### config.mk
export PLATFORM = sky130hd
export DESIGN_NAME = match_scoreboard
export DESIGN_NICKNAME = d
export VERILOG_FILES = /design/src/rtl/scoreboard_pkg.sv /design/src/rtl/bcd_counter.sv /design/src/rtl/match_scoreboard.sv
export SDC_FILE = /design/constraint.sdc
export NUM_CORES = 1
export LEC_CHECK = 0
export CORE_MARGIN = 2
export CORE_UTILIZATION = 51
export CTS_CLUSTER_SIZE = 14
export DETAILED_ROUTE_END_ITERATION = 10
export HOLD_SLACK_MARGIN = 0.12
export PLACE_DENSITY = 0.87
export SYNTH_ARGS = -nofsm -noshare
export SYNTH_HDL_FRONTEND = slang
export SYNTH_SLANG_ARGS = --single-unit
### constraint.sdc
create_clock -name clk -period 3.65 [get_ports clk]
set_clock_uncertainty 0.15 [all_clocks]
set_input_delay 0.73 -clock clk [delete_from_list [all_inputs] [get_ports clk]]
set_output_delay 0.73 -clock clk [all_outputs]
set_load 0.1 [all_outputs]
### src/rtl/scoreboard_pkg.sv
// Shared types and seven-segment helpers for the match scoreboard.
package scoreboard_pkg;

    typedef enum logic {StPlay, StOver} state_e;

    // Active-low segment patterns, bit order {g,f,e,d,c,b,a}.
    localparam logic [6:0] SEG_0    = 7'b1000000;
    localparam logic [6:0] SEG_1    = 7'b1111001;
    localparam logic [6:0] SEG_2    = 7'b0100100;
    localparam logic [6:0] SEG_3    = 7'b0110000;
    localparam logic [6:0] SEG_4    = 7'b0011001;
    localparam logic [6:0] SEG_5    = 7'b0010010;
    localparam logic [6:0] SEG_6    = 7'b0000010;
    localparam logic [6:0] SEG_7    = 7'b1111000;
    localparam logic [6:0] SEG_8    = 7'b0000000;
    localparam logic [6:0] SEG_9    = 7'b0010000;
    localparam logic [6:0] SEG_DASH = 7'b0111111;

    function automatic logic [6:0] seg7(input logic [3:0] digit);
        case (digit)
            4'd0:    seg7 = SEG_0;
            4'd1:    seg7 = SEG_1;
            4'd2:    seg7 = SEG_2;
            4'd3:    seg7 = SEG_3;
            4'd4:    seg7 = SEG_4;
            4'd5:    seg7 = SEG_5;
            4'd6:    seg7 = SEG_6;
            4'd7:    seg7 = SEG_7;
            4'd8:    seg7 = SEG_8;
            4'd9:    seg7 = SEG_9;
            default: seg7 = SEG_DASH;
        endcase
    endfunction

    // Binary to four-digit BCD, used for elaboration-time constants only.
    function automatic logic [15:0] to_bcd(input int unsigned value);
        int unsigned v;
        v = value;
        to_bcd = '0;
        for (int i = 0; i < 4; i++) begin
            to_bcd[i*4 +: 4] = 4'(v % 10);
            v = v / 10;
        end
    endfunction

endpackage

### src/rtl/bcd_counter.sv
// Multi-digit saturating BCD counter with synchronous clear and increment enable.
module bcd_counter #(
    parameter int unsigned DIGITS = 2
) (
    input  logic                  clk_i,
    input  logic                  rst_ni,
    input  logic                  clr_i,
    input  logic                  inc_i,
    output logic [DIGITS*4-1:0]   count_o
);

    logic [DIGITS*4-1:0] count_q, count_d;
    logic                all_nine;
    logic                carry;

    always_comb begin
        all_nine = 1'b1;
        for (int i = 0; i < int'(DIGITS); i++) begin
            if (count_q[i*4 +: 4] != 4'd9) all_nine = 1'b0;
        end

        count_d = count_q;
        carry   = inc_i && !all_nine;
        // Ripple the carry from the least significant digit upwards.
        for (int i = 0; i < int'(DIGITS); i++) begin
            if (carry) begin
                if (count_q[i*4 +: 4] == 4'd9) begin
                    count_d[i*4 +: 4] = 4'd0;
                end else begin
                    count_d[i*4 +: 4] = count_q[i*4 +: 4] + 4'd1;
                    carry             = 1'b0;
                end
            end
        end

        if (clr_i) count_d = '0;
    end

    always_ff @(posedge clk_i or negedge rst_ni) begin
        if (!rst_ni) count_q <= '0;
        else         count_q <= count_d;
    end

    assign count_o = count_q;

endmodule

### src/rtl/match_scoreboard.sv
// Multi-player BCD match scoreboard with seven-segment outputs.
// Define SCOREBOARD_DRAW_CNT_EN to count drawn rounds in draw_count.
module match_scoreboard
    import scoreboard_pkg::*;
#(
    parameter int unsigned NUM_PLAYERS = 2,
    parameter int unsigned DIGITS      = 2,
    parameter int unsigned WIN_SCORE   = 5
) (
    input  logic                            clk,
    input  logic                            clear_b,
    input  logic                            round_valid,
    input  logic [NUM_PLAYERS-1:0]          round_winner,
    input  logic                            new_match,
    output logic [NUM_PLAYERS*DIGITS*4-1:0] scores_bcd,
    output logic [NUM_PLAYERS*DIGITS*7-1:0] hex_segs,
    output logic                            match_over,
    output logic [NUM_PLAYERS-1:0]          match_winner,
    output logic [DIGITS*4-1:0]             draw_count
);

    localparam int unsigned W = DIGITS * 4;
    // A win happens when a score sitting at WIN_SCORE-1 is incremented.
    localparam logic [W-1:0] WIN_PREV_BCD = W'(to_bcd((WIN_SCORE == 0) ? 0 : WIN_SCORE - 1));

    state_e                 state_q, state_d;
    logic [NUM_PLAYERS-1:0] winner_q, winner_d;
    logic [NUM_PLAYERS-1:0] inc;
    logic                   accept;
    logic                   win_hit;

    assign accept = round_valid && (state_q == StPlay) && !new_match;
    assign inc    = (accept && $onehot(round_winner)) ? round_winner : '0;

    for (genvar p = 0; p < int'(NUM_PLAYERS); p++) begin : g_player
        bcd_counter #(
            .DIGITS (DIGITS)
        ) u_score (
            .clk_i   (clk),
            .rst_ni  (clear_b),
            .clr_i   (new_match),
            .inc_i   (inc[p]),
            .count_o (scores_bcd[p*W +: W])
        );
    end

    always_comb begin
        win_hit = 1'b0;
        if (WIN_SCORE != 0) begin
            for (int p = 0; p < int'(NUM_PLAYERS); p++) begin
                if (inc[p] && scores_bcd[p*W +: W] == WIN_PREV_BCD) win_hit = 1'b1;
            end
        end
    end

    always_comb begin
        state_d  = state_q;
        winner_d = winner_q;
        if (new_match) begin
            state_d  = StPlay;
            winner_d = '0;
        end else if (win_hit) begin
            state_d  = StOver;
            winner_d = round_winner;
        end
    end

    always_ff @(posedge clk or negedge clear_b) begin
        if (!clear_b) begin
            state_q  <= StPlay;
            winner_q <= '0;
        end else begin
            state_q  <= state_d;
            winner_q <= winner_d;
        end
    end

    assign match_over   = (state_q == StOver);
    assign match_winner = winner_q;

`ifdef SCOREBOARD_DRAW_CNT_EN
    logic draw_inc;
    assign draw_inc = accept && !$onehot(round_winner);

    bcd_counter #(
        .DIGITS (DIGITS)
    ) u_draw (
        .clk_i   (clk),
        .rst_ni  (clear_b),
        .clr_i   (new_match),
        .inc_i   (draw_inc),
        .count_o (draw_count)
    );
`else
    assign draw_count = '0;
`endif

    for (genvar k = 0; k < int'(NUM_PLAYERS * DIGITS); k++) begin : g_hex
        assign hex_segs[k*7 +: 7] = seg7(scores_bcd[k*4 +: 4]);
    end

endmodule
==> results.yml, run 1 <==
cts:
  clk_path_buf_depth: 2
  root_buffer: "clkbuf_8"
  htree_levels: 1
  clk_latency_ps: 250
  cts.sinks: 19
  ctsResizeCount: 0
  hold_buffers: 0
  post_cts_buffers: 0
  clkTransAtPathRegs_ps: 70
  cts_tree: "done"
  cts_buffers: 3
flow_run:
  timing.max_cap.violations: 0
synthesis:
  netlist_area_um2: 1950
  synth.avg_cell_area_um2: 7.72
  synth_seq_cells: 19
  ys_warn_count: 0
  synth_edf_count: 0
  async_flop_share: 1.00
  ys_types: 40
  synth-seq-area-share: 0.244
  syn_inst: 252
  dominantRegCellSynth: "dfrtp_1"
placed_design:
  port_buffers: 52
  dp_hpwl_um: 3360
  place_ws_ps: 820
  place_congestion: 0.828
  place_inst: 337
drt:
  vias_per_cell: 5.66
  wl_um: 4440
  num_vias: 1931
  drt-pass1-iter-count: 4
  drcViolationCount: 0
  ant_nets: 0
  first_iter_violations: 88
  wl_per_cell_um: 13.0
sta:
  timing.final.crit_period_ps: 2780
  finalHoldViolCount: 0
  max_freq_mhz: 360
  fin_crit_sh: 0.762
  max_slew_margin: 0.349
  rsz0062_at_grt: "false"
  finalSetupViolCount: 0
  drv_slew: 0
  max_slew.worst_pin.slew_ps: 973
  fin_worst_hold_slack_ps: 383
  setup_ws_ps: 870
cells_and_area:
  n_antenna_cell: 0
  fillCellCount: 331
  final_layout_size_suffix_gt1_frac: 0.263
  nets: 320
  seqCellArea_um2: 475
  multi_input_area_um2: 1340
  layout_commonest_cell: "buf_4"
  final_cells: 341
  layout_common_cells: "buf_4, inv_1, ha_1"
  area_growth_pct: 24.2
  fin_util: 0.660
pwr:
  seqPwrFrac: 0.403
  p_sw_uw: 215
  irDropWorstVdd_mv: 0.282
  pwr-share-clk: 0.264
  internal_power_uw: 323
  leakage_nw: 1.11
  comb_power_share: 0.333
  pwr_density_cell_nw_per_um2: 223
  switching_share: 0.400
grt:
  grt_use_met2: 0.365
  grt-busiest-layer: "met2"
  antenna_found_initial: 0
  grt_max_degree: 26
  grt_pass1_vias: 1675
  track_usage: 0.217
  grt_pass1_wl_um: 7450
  met1_usage: 0.297
  gr-total-overflow: 0
  grtUsageMet3: 0.0411
floorplanning:
  die-area_um2: 4330
  start_util: 0.531
  die_h_um: 65.8
  io_pins: 61
  core_um2: 3660
  die-width_um: 65.8
  rows: 22
setup_path:
  crit_slowest_cell: "dfrtp_1"
  crit_chain: "inv_1 -> ha_1 -> or2_2 -> a21oi_1 -> nor2_2 -> buf_4"
  required_ps: 2770
  cp-end-kind: "output pin"
  start_kind: "flop"
  cp_max_fo: 8
  crit_type: "flop to output pin"
  worstPathArrival_ps: 1900
  timing.rr.start: "g_player[1].u_score.count_o[1]$_DFFE_PN0P_"
  max_stage_delay_ps: 480
  crit_start: "g_player[1].u_score.count_o[1]$_DFFE_PN0P_"
hold_path:
  hold_start: "match_winner[0]$_DFFE_PN0P_"
  hold_class: "flop to flop"
status:
  run_status: "complete, no violations"
==> flip-flops by register name, indices dropped and copies added, names as in the netlist <==
name                      flops
g_player.u_score.count_o     16
match_winner                  2
match_over                    1
==> Yosys cell counts (all sizes together), types with 2 or more instances <==
cell / count / area, µm²
a211oi: 2 / 15.0
a21boi: 3 / 22.5
a21oi: 21 / 105
a31oi: 4 / 25.0
a41oi: 2 / 17.5
and3b: 3 / 26.3
and4b: 4 / 40.0
buf: 10 / 82.6
clkbuf: 14 / 52.6
dfrtp: 19 / 475
ha: 20 / 250
inv: 20 / 75.1
mux2: 3 / 33.8
mux2i: 3 / 30.0
nand2: 17 / 63.8
nand2b: 15 / 93.8
nand3: 5 / 25.0
nand3b: 4 / 30.0
nand4: 9 / 56.3
nor2: 25 / 93.8
nor2b: 2 / 12.5
nor3: 2 / 10.0
nor3b: 2 / 15.0
nor4: 3 / 18.8
o211a: 3 / 30.0
o21ai: 14 / 70.1
o311ai: 2 / 17.5
o31ai: 6 / 45.0
or2: 4 / 25.0
or4: 2 / 15.0
==> layer usage <==
layer  part of all wire  vias to the layer above
met3              0.063                        2
met1               0.44                      918
met2               0.49                       53
met5                  0                        -
li1                   -                      958
met4             0.0027                        0
==> power groups by stage <==
stage | Sequential, mW | Clock (mW) | Combinational (mW)
global placement | 0.221 | 0 | 0.178
finish | 0.217 | 0.142 | 0.179
CTS | 0.217 | 0.145 | 0.179
detailed placement | 0.221 | 0 | 0.179
global route | 0.217 | 0.155 | 0.187
floorplan | 0.233 | 0 | 0.139
==> final timing paths <==
kind | depth (start not counted) | to | slack [ps]
max in group asynchronous | 1 | g_player[0].u_score.count_o[6]$_DFFE_PN0P_ | 2030
worst max register to register | 5 | g_player[1].u_score.count_o[4]$_DFFE_PN0P_ | 1420
min in group asynchronous | 1 | g_player[1].u_score.count_o[0]$_DFFE_PN0P_ | 810
worst min register to register | 2 | match_winner[0]$_DFFE_PN0P_ | 380
worst max-delay path | 6 | hex_segs[17] | 870
worst min-delay path | 2 | match_winner[0]$_DFFE_PN0P_ | 380
==> kinds of logic after synthesis <==
kind of cell / after synthesis / share of synthesized area
AO/OA/AOI/OAI: 62 / 0.201
adder cells (fa/ha/maj): 20 / 0.129
buffers and inverters: 44 / 0.108
flip-flops: 19 / 0.244
multiplexers: 6 / 0.0328
other: 1 / 0.00193
AND/OR/NAND/NOR: 100 / 0.284
==> final cells by class <==
cell class / instances / area share
clock buffer: 3 / 0.0171
clock inverter: 1 / 0.00207
inverter: 20 / 0.0311
multi-input combinational: 196 / 0.553
sequential: 19 / 0.197
tap: 48 / 0.0249
timing repair buffer: 54 / 0.175
==> through the flow <==
step                      setup TNS [ps]  total power [mW]  area [µm²]
final                                  0             0.538        2420
after global routing                   0             0.559        2420
after CTS                              0             0.541        2420
after detailed placement               0             0.400        2370
after global placement                 0             0.398        2370
after floorplan                     -333             0.372        2020
==> worst max-delay path: cells and delay by family (launching register included) <==
kind	cells	cell delay, ps
adder cells (fa/ha/maj)	1	270
AO/OA/AOI/OAI	1	160
buffers and inverters	2	380
AND/OR/NAND/NOR	2	350
flip-flops	1	480
No activity file was read; power rests on OpenSTA's default activity.
==> inputs of run 2 (changes only) <==
Settings changed: CORE_UTILIZATION 51 to 43, PLACE_DENSITY 0.87 to 0.78.
Clock period 3.65 ns to 2.4 ns, I/O delays scaled along.
==> run 2 against run 1 <==
Compared with the run above: first-iteration DRC count is 120% higher; routed wire length rose by 19%; total power rose by 66%; non-clock buffer count is 14 higher; global-route usage down 0.35 points; setup slack worse by 820 ps; register-to-register slack got worse by 1000 ps; die area increased by 17%; combinational power increased by 92%; sequential share of layout area fell by 3.0 points; critical path depth is 1 lower; largest power group is now combinational logic.
==> results.yml, run 2 (same netlist as run 1, synthesis figures left out) <==
status:
  run_status: "complete, no violations"
grt:
  grt_max_degree: 26
  track_usage: 0.213
  grt_pass1_vias: 1916
  grt_pass1_wl_um: 9030
  antenna_found_initial: 0
  gr-total-overflow: 0
cts:
  clk_path_buf_depth: 2
  hold_buffers: 0
  root_buffer: "clkbuf_8"
  cts_tree: "done"
  htree_levels: 1
  clkTransAtPathRegs_ps: 70
  cts_buffers: 3
  cts.sinks: 19
  clk_latency_ps: 250
sta:
  max_freq_mhz: 425
  max_slew_margin: 0.650
  finalHoldViolCount: 0
  drv_slew: 0
  fin_worst_hold_slack_ps: 391
  fin_crit_sh: 0.981
  timing.final.crit_period_ps: 2350
  setup_ws_ps: 45.2
  max_slew.worst_pin.slew_ps: 522
  finalSetupViolCount: 0
drt:
  drt-pass1-iter-count: 4
  wl_met1_um: 2370
  top_layer: "met4"
  wl_met3_um: 219
  wl_per_cell_um: 14.7
  wl_um: 5280
  dr_wl_met2_um: 2690
  drcViolationCount: 0
  first_iter_violations: 193
  vias_per_cell: 5.59
  num_vias: 2007
  ant_nets: 0
setup_path:
  cp_max_fo: 7
  ff2ff_path_depth: 5
  crit_slowest_cell: "dfrtp_4"
  required_ps: 1770
  crit_type: "flop to output pin"
  start_kind: "flop"
  crit_chain: "ha_2 -> or2_2 -> a21oi_2 -> nor2_4 -> buf_12"
  worstPathArrival_ps: 1720
  cp-end-kind: "output pin"
  max_stage_delay_ps: 520
cells_and_area:
  layout_commonest_cell: "buf_4"
  nets: 334
  largest_register_ffs: 16
  area_growth_pct: 63.9
  final_layout_size_suffix_gt1_frac: 0.476
  layout_common_cells: "buf_4, buf_12, nand2b_1, ha_1, dfrtp_4"
  n_antenna_cell: 0
flow_run:
  timing.max_cap.violations: 0
floorplanning:
  start_util: 0.447
  rows: 24
  die_h_um: 71.3
  die-area_um2: 5080
  core_um2: 4350
  die-width_um: 71.3
  io_pins: 61
placed_design:
  place_congestion: 0.809
  place_ws_ps: -69.9
  dp_hpwl_um: 4010
  port_buffers: 52
pwr:
  pwr_density_cell_nw_per_um2: 280
  irDropWorstVdd_mv: 0.315
  leakage_nw: 1.29
  total_power_uw: 893
hold_path:
  hold_class: "flop to flop"
  hold_depth: 2
==> run 2: layout make-up <==
cell class	instances	area (µm²)
Clock buffer	4	45.0
Inverter	20	77.6
Sequential cell	19	531
Fill cell	305	1160
Timing Repair Buffer	68	873
Multi-Input combinational cell	196	1600
Tap cell	52	65.1
==> run 2: power breakdown <==
group | switching (mW) | total (mW) | internal [mW] | leakage (nW)
clock | 0.101 | 0.218 | 0.118 | 0.0228
sequential | 0.00615 | 0.331 | 0.324 | 0.234
combinational | 0.240 | 0.344 | 0.104 | 1.03
total | 0.347 | 0.893 | 0.546 | 1.29
==> run 2: path summary, 6_finish.rpt <==
| check | start | endpoint | slack (ps) |
|---|---|---|---|
| worst max-delay path | g_player[0].u_score.count_o[4]$_DFFE_PN0P_ | hex_segs[10] | 50 |
| worst min-delay path | match_winner[1]$_DFFE_PN0P_ | match_winner[1]$_DFFE_PN0P_ | 390 |
| worst max register to register | g_player[0].u_score.count_o[1]$_DFFE_PN0P_ | g_player[0].u_score.count_o[7]$_DFFE_PN0P_ | 390 |
| worst min register to register | match_winner[1]$_DFFE_PN0P_ | match_winner[1]$_DFFE_PN0P_ | 390 |
| max in group asynchronous | clear_b | g_player[0].u_score.count_o[3]$_DFFE_PN0P_ | 1460 |
| min in group asynchronous | clear_b | match_winner[1]$_DFFE_PN0P_ | 410 |
==> run 2: stage by stage <==
stage,util,cells,cell area (µm²),TNS [ps]
after floorplan,-,259,2290,-57.4
after global placement,0.694,349,3020,0
after detailed placement,0.694,349,3020,-103
after CTS,0.712,353,3100,-2.69
after global routing,0.732,359,3190,-11.8
final,0.732,359,3190,0
==> run 2: critical path: cells and delay by family (launching register included) <==
kind	cells	cell delay (ps)
AOI/OAI and AO/OA	1	180
buffers and inverters	1	170
adders and majority gates	1	230
and+or+nand+nor	2	380
DFF	1	520
==> run 2: what timing repair did <==
action | 4_1_cts | 5_1_grt
endpoints found under the setup margin | 8 | 9
setup buffers | 0 | 6
pin swaps | 1 | 2
resized for setup | 12 | 9
==> run 2: per-layer routing <==
| layer | vias to the layer above | track usage |
|---|---|---|
| li1 | 985 | - |
| met3 | 2 | 0.0352 |
| met1 | 971 | 0.315 |
| met5 | - | 0 |
| met4 | 0 | 0.0252 |
| met2 | 49 | 0.340 |
==> inputs of run 3 (changes only) <==
Settings changed: PLACE_DENSITY 0.78 to 0.8.
==> run 3 against run 2 <==
Compared with the run above: total power hardly changed; register-to-register slack worse by 20 ps; clock power hardly changed; global-route usage is 0.40 points lower; maximum frequency is 0.12% lower; design area is 0.35% higher; cell count is 0.28% higher; sequential power hardly changed; first-iteration DRC count is 0.52% lower; setup slack worse by 2.9 ps; sequential cell count stayed put; combinational power hardly changed.
==> results.yml, run 3 (same netlist as run 1, synthesis figures left out) <==
setup_path:
  start_kind: "flop"
  crit_chain: "ha_2 -> or2_2 -> a21oi_4 -> nor2_4 -> buf_12"
  cp-end-kind: "output pin"
  required_ps: 1770
  cp_max_fo: 7
  crit_slowest_cell: "dfrtp_4"
  max_stage_delay_ps: 520
  crit_type: "flop to output pin"
  worstPathArrival_ps: 1730
sta:
  max_slew.worst_pin.slew_ps: 595
  fin_crit_sh: 0.982
  finalSetupViolCount: 0
  fin_worst_hold_slack_ps: 388
  finalHoldViolCount: 0
  timing.final.crit_period_ps: 2360
  max_freq_mhz: 424
  max_slew_margin: 0.602
  drv_slew: 0
floorplanning:
  rows: 24
  core_um2: 4350
  die-area_um2: 5080
  io_pins: 61
  die_h_um: 71.3
  die-width_um: 71.3
  start_util: 0.447
drt:
  num_vias: 2052
  first_iter_violations: 192
  drcViolationCount: 0
  ant_nets: 0
  wl_per_cell_um: 15.2
  wl_um: 5470
  vias_per_cell: 5.70
  drt-pass1-iter-count: 4
cts:
  cts_buffers: 3
  clk_path_buf_depth: 2
  clkTransAtPathRegs_ps: 70
  cts_tree: "done"
  root_buffer: "clkbuf_8"
  htree_levels: 1
  hold_buffers: 0
  cts.sinks: 19
  clk_latency_ps: 250
grt:
  grt_pass1_vias: 1911
  grt_pass1_wl_um: 8850
  grt_max_degree: 26
  track_usage: 0.209
  antenna_found_initial: 0
  gr-total-overflow: 0
cells_and_area:
  layout_common_cells: "buf_4, buf_12, nand2b_1"
  final_layout_size_suffix_gt1_frac: 0.481
  largest_register_ffs: 16
  layout_commonest_cell: "buf_4"
  n_antenna_cell: 0
  fillCellCount: 301
  area_growth_pct: 64.5
  fin_util: 0.735
  nets: 335
flow_run:
  timing.max_cap.violations: 0
hold_path:
  hold_class: "flop to flop"
status:
  run_status: "complete, no violations"
pwr:
  irDropWorstVdd_mv: 0.380
  pwr_density_cell_nw_per_um2: 279
  leakage_nw: 1.29
placed_design:
  port_buffers: 52
  dp_hpwl_um: 3950
  place_congestion: 0.827
==> run 3: final timing paths <==
path | start | end | slack, ps | depth (start not counted)
worst max-delay path | g_player[0].u_score.count_o[4]$_DFFE_PN0P_ | hex_segs[10] | 40 | 5
worst min-delay path | match_winner[0]$_DFFE_PN0P_ | match_winner[0]$_DFFE_PN0P_ | 390 | 2
worst max register to register | g_player[0].u_score.count_o[1]$_DFFE_PN0P_ | g_player[0].u_score.count_o[7]$_DFFE_PN0P_ | 370 | 5
worst min register to register | match_winner[0]$_DFFE_PN0P_ | match_winner[0]$_DFFE_PN0P_ | 390 | 2
max in group asynchronous | clear_b | g_player[1].u_score.count_o[6]$_DFFE_PN0P_ | 1460 | 2
min in group asynchronous | clear_b | g_player[1].u_score.count_o[0]$_DFFE_PN0P_ | 410 | 2
==> run 3: metal layers <==
| layer | vias up | track usage | wire, µm |
|---|---|---|---|
| met1 | 978 | 0.288 | 2250 |
| met2 | 83 | 0.356 | 2820 |
| met3 | 8 | 0.0408 | 362 |
| met4 | 0 | 0.0189 | 40 |
| met5 | - | 0 | 0 |
| li1 | 983 | - | - |
==> run 3: worst max-delay path: cells and delay by family, from the launching register on <==
kind	cells	cell delay (ps)
fa+ha+maj	1	230
simple gates	2	390
buf+inv	1	170
flops	1	520
compound gates	1	150
==> run 3: area by class of cell <==
cell class	count	area, µm²	area share
multi-input cells	196	1600	0.500
repair buffers	69	881	0.275
flip-flops and latches	19	531	0.166
inverters	20	77.6	0.0242
well taps	52	65.1	0.0203
clock buffers	4	45.0	0.0141
==> run 3: where the power goes <==
| part | internal [mW] | switching, mW |
|---|---|---|
| clock network | 0.118 | 0.101 |
| registers | 0.324 | 0.00610 |
| logic | 0.103 | 0.241 |
| total | 0.546 | 0.348 |
==> run 3: what timing repair did <==
| action | in CTS | in global routing |
|---|---|---|
| resized for setup | 6 | 18 |
| buffers inserted | 2 | 4 |
| setup endpoints to repair | 7 | 12 |
| pin swaps | 0 | 1 |
==> run 3: metrics by stage <==
stage / cell area, µm² / setup TNS (ps) / std cells / power, mW / worst slack, ps
final: 3200 / 0 / 360 / 0.894 / 42.3
after global routing: 3200 / -10.9 / 360 / 0.926 / -4.31
after CTS: 3110 / -69.6 / 356 / 0.895 / -24.1
after detailed placement: 3030 / -60.5 / 350 / 0.673 / -60.5
after global placement: 3030 / -21.6 / 350 / 0.668 / -21.6
after floorplan: 2290 / -57.4 / 259 / 0.582 / -32.7
